[config.mk]
export PLATFORM = sky130hd
export DESIGN_NAME = id_ex_hazard_stage
export DESIGN_NICKNAME = d
export VERILOG_FILES = /design/src/rtl/mips_pkg.sv /design/src/rtl/id_operand_mux.sv /design/src/rtl/id_ex_hazard_stage.sv
export SDC_FILE = /design/constraint.sdc
export NUM_CORES = 1
export LEC_CHECK = 0
export ABC_AREA = 1
export ABC_CLOCK_PERIOD_IN_PS = 2650
export CAP_MARGIN = 5
export CORE_MARGIN = 3
export CORE_UTILIZATION = 39
export DETAILED_ROUTE_END_ITERATION = 8
export GPL_ROUTABILITY_DRIVEN = 0
export HOLD_SLACK_MARGIN = 0.03
export PLACE_DENSITY = 0.78
export SYNTH_ARGS = -nofsm -noshare
export SYNTH_HDL_FRONTEND = slang
export SYNTH_HIERARCHICAL = 1
export SYNTH_SLANG_ARGS = --single-unit
[constraint.sdc]
create_clock -name clk -period 2.65 [get_ports clk]
set_input_delay 0.53 -clock clk [delete_from_list [all_inputs] [get_ports clk]]
set_output_delay 0.53 -clock clk [all_outputs]
set_load 0.02 [all_outputs]
[src/rtl/mips_pkg.sv]
// Shared types and constants for the ID/EX hazard stage.
package mips_pkg;

    localparam int DATA_W = 32;

    // ID_Forward* select encodings; 2'b11 also reads the register file
    localparam logic [1:0] FWD_RF  = 2'b00;
    localparam logic [1:0] FWD_WB  = 2'b01;
    localparam logic [1:0] FWD_MEM = 2'b10;

    typedef enum logic {
        IDLE  = 1'b0,
        STALL = 1'b1
    } state_t;

    // Producer with destination p_wesel feeds the ID instruction's sources
    function automatic logic reg_match(
        input logic [4:0] p_wesel,
        input logic [4:0] rs,
        input logic [4:0] rt,
        input logic       uses_rt
    );
        return (p_wesel != 5'd0) && ((p_wesel == rs) || (uses_rt && (p_wesel == rt)));
    endfunction

endpackage

[src/rtl/id_operand_mux.sv]
// Forwarding select for both ID operands plus the branch equality compare.
module id_operand_mux
    import mips_pkg::*;
#(
    parameter int DATA_W = mips_pkg::DATA_W
) (
    input  logic [1:0]        fwd_a,
    input  logic [1:0]        fwd_b,
    input  logic [DATA_W-1:0] rf_a,
    input  logic [DATA_W-1:0] rf_b,
    input  logic [DATA_W-1:0] mem_val,
    input  logic [DATA_W-1:0] wb_val,
    output logic [DATA_W-1:0] op_a,
    output logic [DATA_W-1:0] op_b,
    output logic              eq
);

    // Per-operand source select; unused encoding falls back to the regfile
    always_comb begin
        case (fwd_a)
            FWD_WB:  op_a = wb_val;
            FWD_MEM: op_a = mem_val;
            default: op_a = rf_a;
        endcase
        case (fwd_b)
            FWD_WB:  op_b = wb_val;
            FWD_MEM: op_b = mem_val;
            default: op_b = rf_b;
        endcase
        eq = (op_a == op_b);
    end

endmodule

[src/rtl/id_ex_hazard_stage.sv]
// ID back end: operand forwarding, branch resolution, hazard stall FSM,
// and the ID/EX pipeline register with bubble insertion.
module id_ex_hazard_stage
    import mips_pkg::*;
#(
    parameter int DATA_W = mips_pkg::DATA_W,
    parameter int PERF_W = 16
) (
    input  logic              clk,
    input  logic              rst,
    input  logic              ID_valid,
    input  logic [4:0]        ID_rs,
    input  logic [4:0]        ID_rt,
    input  logic              ID_uses_rt,
    input  logic              ID_beq,
    input  logic              ID_bne,
    input  logic [4:0]        ID_Wesel,
    input  logic              ID_RegWrite,
    input  logic              ID_MemRead,
    input  logic [DATA_W-1:0] ID_rf_a,
    input  logic [DATA_W-1:0] ID_rf_b,
    input  logic [1:0]        ID_ForwardA,
    input  logic [1:0]        ID_ForwardB,
    input  logic [DATA_W-1:0] MEM_alu_result,
    input  logic [DATA_W-1:0] WB_wdata,
    input  logic              MEM_MemRead,
    input  logic [4:0]        MEM_Wesel,
    output logic              stall,
    output logic              ID_flush,
    output logic              branch_taken,
    output logic              EX_valid,
    output logic              EX_RegWrite,
    output logic              EX_MemRead,
    output logic [4:0]        EX_Wesel,
    output logic [4:0]        EX_rs,
    output logic [4:0]        EX_rt,
    output logic [DATA_W-1:0] EX_opA,
    output logic [DATA_W-1:0] EX_opB,
    output logic [PERF_W-1:0] stall_cycles
);

    logic [DATA_W-1:0] op_a, op_b;
    logic              ops_eq;

    id_operand_mux #(.DATA_W(DATA_W)) u_mux (
        .fwd_a   (ID_ForwardA),
        .fwd_b   (ID_ForwardB),
        .rf_a    (ID_rf_a),
        .rf_b    (ID_rf_b),
        .mem_val (MEM_alu_result),
        .wb_val  (WB_wdata),
        .op_a    (op_a),
        .op_b    (op_b),
        .eq      (ops_eq)
    );

    state_t            state_q, state_d;
    logic [1:0]        cnt_q, cnt_d;
    logic              ex_valid_q, ex_valid_d;
    logic              ex_regwrite_q, ex_regwrite_d;
    logic              ex_memread_q, ex_memread_d;
    logic [4:0]        ex_wesel_q, ex_wesel_d;
    logic [4:0]        ex_rs_q, ex_rs_d;
    logic [4:0]        ex_rt_q, ex_rt_d;
    logic [DATA_W-1:0] ex_opa_q, ex_opa_d;
    logic [DATA_W-1:0] ex_opb_q, ex_opb_d;
    logic [PERF_W-1:0] stall_cycles_q, stall_cycles_d;

    logic       is_branch, ex_match, mem_match;
    logic [1:0] need;

    assign is_branch = ID_beq | ID_bne;
    assign ex_match  = reg_match(ex_wesel_q, ID_rs, ID_rt, ID_uses_rt);
    assign mem_match = reg_match(MEM_Wesel, ID_rs, ID_rt, ID_uses_rt);

    // Stall cycles required by the ID instruction, largest case first
    always_comb begin
        need = 2'd0;
        if (ID_valid) begin
            if (is_branch) begin
                if (ex_memread_q && ex_match)       need = 2'd2;
                else if (ex_regwrite_q && ex_match) need = 2'd1;
                else if (MEM_MemRead && mem_match)  need = 2'd1;
            end else if (ex_memread_q && ex_match) begin
                need = 2'd1;
            end
        end
    end

    // Stall FSM: hazards are only sampled in IDLE; STALL counts down
    always_comb begin
        state_d = state_q;
        cnt_d   = cnt_q;
        stall   = 1'b0;
        case (state_q)
            IDLE: begin
                if (need != 2'd0) begin
                    stall   = 1'b1;
                    cnt_d   = need - 2'd1;
                    // a single-cycle stall stays in IDLE and re-evaluates
                    state_d = (need > 2'd1) ? STALL : IDLE;
                end
            end
            STALL: begin
                stall = 1'b1;
                cnt_d = cnt_q - 2'd1;
                if (cnt_q <= 2'd1) begin
                    cnt_d   = 2'd0;
                    state_d = IDLE;
                end
            end
            default: begin
                state_d = IDLE;
                cnt_d   = 2'd0;
            end
        endcase
    end

    // Branch resolves only once all stalls have cleared
    always_comb begin
        branch_taken = !stall && ID_valid && ((ID_beq && ops_eq) || (ID_bne && !ops_eq));
        ID_flush     = branch_taken;
    end

    // ID/EX next values: bubble when stalled or ID empty
    always_comb begin
        ex_valid_d    = 1'b0;
        ex_regwrite_d = 1'b0;
        ex_memread_d  = 1'b0;
        ex_wesel_d    = 5'd0;
        ex_rs_d       = 5'd0;
        ex_rt_d       = 5'd0;
        ex_opa_d      = '0;
        ex_opb_d      = '0;
        if (!stall && ID_valid) begin
            ex_valid_d    = 1'b1;
            ex_regwrite_d = ID_RegWrite;
            ex_memread_d  = ID_MemRead;
            ex_wesel_d    = ID_Wesel;
            ex_rs_d       = ID_rs;
            ex_rt_d       = ID_rt;
            ex_opa_d      = op_a;
            ex_opb_d      = op_b;
        end
    end

    // Saturating stall-cycle counter
    always_comb begin
        stall_cycles_d = stall_cycles_q;
        if (stall && !(&stall_cycles_q))
            stall_cycles_d = stall_cycles_q + 1'b1;
    end

    // All state, synchronous reset
    always_ff @(posedge clk) begin
        if (rst) begin
            state_q        <= IDLE;
            cnt_q          <= 2'd0;
            ex_valid_q     <= 1'b0;
            ex_regwrite_q  <= 1'b0;
            ex_memread_q   <= 1'b0;
            ex_wesel_q     <= 5'd0;
            ex_rs_q        <= 5'd0;
            ex_rt_q        <= 5'd0;
            ex_opa_q       <= '0;
            ex_opb_q       <= '0;
            stall_cycles_q <= '0;
        end else begin
            state_q        <= state_d;
            cnt_q          <= cnt_d;
            ex_valid_q     <= ex_valid_d;
            ex_regwrite_q  <= ex_regwrite_d;
            ex_memread_q   <= ex_memread_d;
            ex_wesel_q     <= ex_wesel_d;
            ex_rs_q        <= ex_rs_d;
            ex_rt_q        <= ex_rt_d;
            ex_opa_q       <= ex_opa_d;
            ex_opb_q       <= ex_opb_d;
            stall_cycles_q <= stall_cycles_d;
        end
    end

    assign EX_valid     = ex_valid_q;
    assign EX_RegWrite  = ex_regwrite_q;
    assign EX_MemRead   = ex_memread_q;
    assign EX_Wesel     = ex_wesel_q;
    assign EX_rs        = ex_rs_q;
    assign EX_rt        = ex_rt_q;
    assign EX_opA       = ex_opa_q;
    assign EX_opB       = ex_opb_q;
    assign stall_cycles = stall_cycles_q;

endmodule

==> flow_summary.json <==
{
  "status": "finished with violations",
  "violations": "setup timing",
  "avgRoutedWirePerCell_um": 14.5,
  "flow.area_growth_from_synthesis_pct": 75.7,
  "worstMarginPinSlew_ns": 0.478,
  "synth_compound_gate_area_share_pct": 4.51,
  "postRouteAntennaNets": 0,
  "ctsLongestPathBuffers": 2,
  "placementRows": 44,
  "drt_first_pass_iters": 5,
  "maxCapViolCount": 0,
  "worst-endpoint-arrival_ns": 2.61,
  "hpwl_um": 16400,
  "drc": 0,
  "globalRoute.busiestLayer": "met2",
  "timing.critical_path.from": "ID_ForwardB[0]",
  "grt_antenna_before_repair": 2,
  "grt_util_met1_pct": 29.4,
  "adder_cell_area_share_of_the_yosys_netlist_pct": 1.48,
  "slew-limit-headroom_pct": 68.1,
  "cts_tree": "done",
  "grt_setup_unrepaired": "true",
  "initialDrtViolationCount": 558,
  "grt_max_degree": 51,
  "timing.final.setup_violations": 2,
  "clock_skew_ns": 0.00771,
  "synth.net_count": 1172,
  "antenna-diode-count": 0,
  "synth_warnings": 6,
  "synth.ff_latch_count": 101,
  "finalCriticalPeriod_ns": 3.14,
  "overflow": 0,
  "initial_utilization_pct": 40.4,
  "fin_crit_sh_pct": 118,
  "syn_inst": 1004,
  "htreeDepth": 3,
  "clk_pin_slew_ns": 0.07,
  "clockRootBuffer": "sky130_fd_sc_hd__clkbuf_16",
  "critical_path_class": "input pin to output port",
  "drt-total-wl_um": 22900,
  "worstHoldStart": "stall_cycles[3]$_SDFFE_PP0P_",
  "layout_commonest_cell": "sky130_fd_sc_hd__nand2_1",
  "worstReg2RegStart": "EX_Wesel[3]$_SDFF_PP0_",
  "syn-mean-instance-area_um2": 5.91,
  "maxClockFrequency_mhz": 318,
  "final_net_count": 1552,
  "crit_path_start_kind": "input pin",
  "layoutNonFillerInstCount": 1573,
  "synth_area_um2": 5940,
  "vdd.ir_drop.worst_v": 0.000292,
  "place.port_buffers": 261,
  "layout_common_cells": "sky130_fd_sc_hd__nand2_1 (324), sky130_fd_sc_hd__clkdlybuf4s50_1 (238), sky130_fd_sc_hd__inv_1 (160)",
  "pin_count": 262,
  "fp.dieH_um": 129,
  "leakage_power_uw": 0.00519,
  "cp_endpoint_kind": "output port",
  "yosys-mux-area-fraction_pct": 0,
  "p_per_area_nw_per_um2": 455,
  "placed_cell_area_um2": 9640,
  "gr-usage-met2_pct": 44.5,
  "vias_per_cell": 4.81,
  "core_area_um2": 14700,
  "postLayoutCoreUtil_pct": 70.9,
  "floorplan.die_area_um2": 16700,
  "synth-seq-area-share_pct": 34.1,
  "via_count_of_the_first_global_routing_pass": 7078,
  "class_of_the_tightest_hold_or_removal_check": "flop to flop",
  "clock_sink_count": 101,
  "hold_violations": 0,
  "drv_slew": 0,
  "yosys.area_share.simple_pct": 43.9,
  "die_x_um": 129,
  "fin_total_pwr_uw": 4750,
  "number_of_distinct_library_cells_after_synthesis": 31,
  "synth_xor_xnor_area_share_pct": 0.885,
  "grt.met3_usage_pct": 6.92,
  "crit_required_ns": 2.12,
  "gr-usage-all-layers_pct": 25.2,
  "synth_top_family_by_area": "simple AND/OR/NAND/NOR gates",
  "place_inst": 1532,
  "grt_first_pass_wirelength_um": 33700,
  "fin_ws_ns": -0.490,
  "cts-buffers-inserted": 9,
  "design_area_um2": 10400,
  "layout-drive-gt1-share_pct": 18.9,
  "critical_path_peak_fanout": 11,
  "fin_hold_ws_ns": 0.520,
  "vias": 7561,
  "clock_insertion_delay_worst_skew_ns": 0.35
}
-- Yosys cell counts, drive strengths merged --
| library cell | instances | area share (%) |
|---|---|---|
| inv | 187 | 12 |
| o21ai | 35 | 3.0 |
| o21bai | 1 | 0.13 |
| or2 | 45 | 4.7 |
| o21a | 2 | 0.25 |
| nor3 | 9 | 1.1 |
| buf | 25 | 2.7 |
| a21oi | 14 | 1.2 |
| clkbuf | 10 | 0.63 |
| nand2 | 338 | 22 |
| nor3b | 2 | 0.25 |
| ha | 7 | 1.5 |
| dfxtp | 101 | 34 |
| nand3 | 81 | 6.8 |
| and3 | 1 | 0.11 |
| nand4 | 5 | 0.63 |
| xor2 | 4 | 0.59 |
| nor2 | 135 | 8.7 |
| xnor2 | 2 | 0.30 |
-- critical path: stages --
cell and delay (ns):
sky130_fd_sc_hd__buf_8 0.08, sky130_fd_sc_hd__inv_6 0.03, sky130_fd_sc_hd__ha_4 0.39, sky130_fd_sc_hd__inv_12 0.06, sky130_fd_sc_hd__buf_12 0.14, sky130_fd_sc_hd__or2_0 0.21, sky130_fd_sc_hd__nand2_1 0.10, sky130_fd_sc_hd__inv_1 0.06
sky130_fd_sc_hd__nand2_1 0.05, sky130_fd_sc_hd__nand2_1 0.06, sky130_fd_sc_hd__nor2_1 0.09, sky130_fd_sc_hd__nand2_1 0.06, sky130_fd_sc_hd__nor2_2 0.10, sky130_fd_sc_hd__nand2_2 0.09, sky130_fd_sc_hd__nor2_4 0.17, sky130_fd_sc_hd__nand2_2 0.09
sky130_fd_sc_hd__a21oi_4 0.15, sky130_fd_sc_hd__buf_6 0.14
-- timing repair --
action                     4_1_cts  5_1_grt
pin swaps                       19       31
resized for setup               98       70
buffers inserted                 6        7
hold endpoints to repair         0        0
setup endpoints to repair      100       99
hold buffers                     0        0
gates cloned                     4        8
-- worst paths after layout --
path / to / slack, ns / cells after the start
max: ID_flush / -0.49 / 18
min: stall_cycles[3]$_SDFFE_PP0P_ / 0.52 / 2
max reg2reg: EX_opA[12]$_SDFF_PP0_ / 0.13 / 20
min reg2reg: stall_cycles[3]$_SDFFE_PP0P_ / 0.52 / 2
-- power breakdown --
part           total [uW]  leakage, uW  switching (uW)  internal [uW]
registers            1610     0.000829            27.6           1590
clock network        1480     0.000161             618            863
logic                1650      0.00420             804            847
total                4750      0.00519            1450           3300
-- per-layer routing --
metal	wire, um	vias to the layer above
li1	-	3753
met1	8840	3333
met2	11100	407
met3	2320	64
met4	625	4
met5	27	-
-- cell families (layout without fill, tap and decap cells) --
logic type | after synthesis | after routing
simple gates | 616 | 616
xor+xnor | 6 | 6
flops | 101 | 101
buf+inv | 222 | 607
compound gates | 52 | 52
fa+ha+maj | 7 | 7
-- layout make-up --
| type | instances | area (um2) |
|---|---|---|
| Clock buffer | 10 | 239 |
| Clock inverter | 6 | 92.6 |
| Fill cell | 1195 | 4270 |
| Inverter | 187 | 749 |
| Multi-Input combinational cell | 681 | 3180 |
| Sequential cell | 101 | 2040 |
| Tap cell | 184 | 230 |
| Timing Repair Buffer | 400 | 3860 |
| Timing Repair inverter | 4 | 37.5 |
-- through the flow --
| stage | worst slack, ns | setup TNS, ns |
|---|---|---|
| 3_5_place_dp | -1.57 | -54.21 |
| 3_3_place_gp | -1.53 | -52.02 |
| 2_1_floorplan | -0.0937 | -0.0937 |
| 4_1_cts | -0.469 | -0.939 |
| 5_1_grt | -0.632 | -1.49 |
| 6_report | -0.490 | -0.980 |
-- registers in the layout, summed over array words and instances (netlist names) --
name and count:
EX_opA 32, EX_valid 1, EX_rt 5, EX_MemRead 1, cnt_q 2, state_q 1, EX_Wesel 5, EX_rs 5
EX_opB 32, EX_RegWrite 1, stall_cycles 16
No activity file was read; power rests on OpenSTA's default activity.
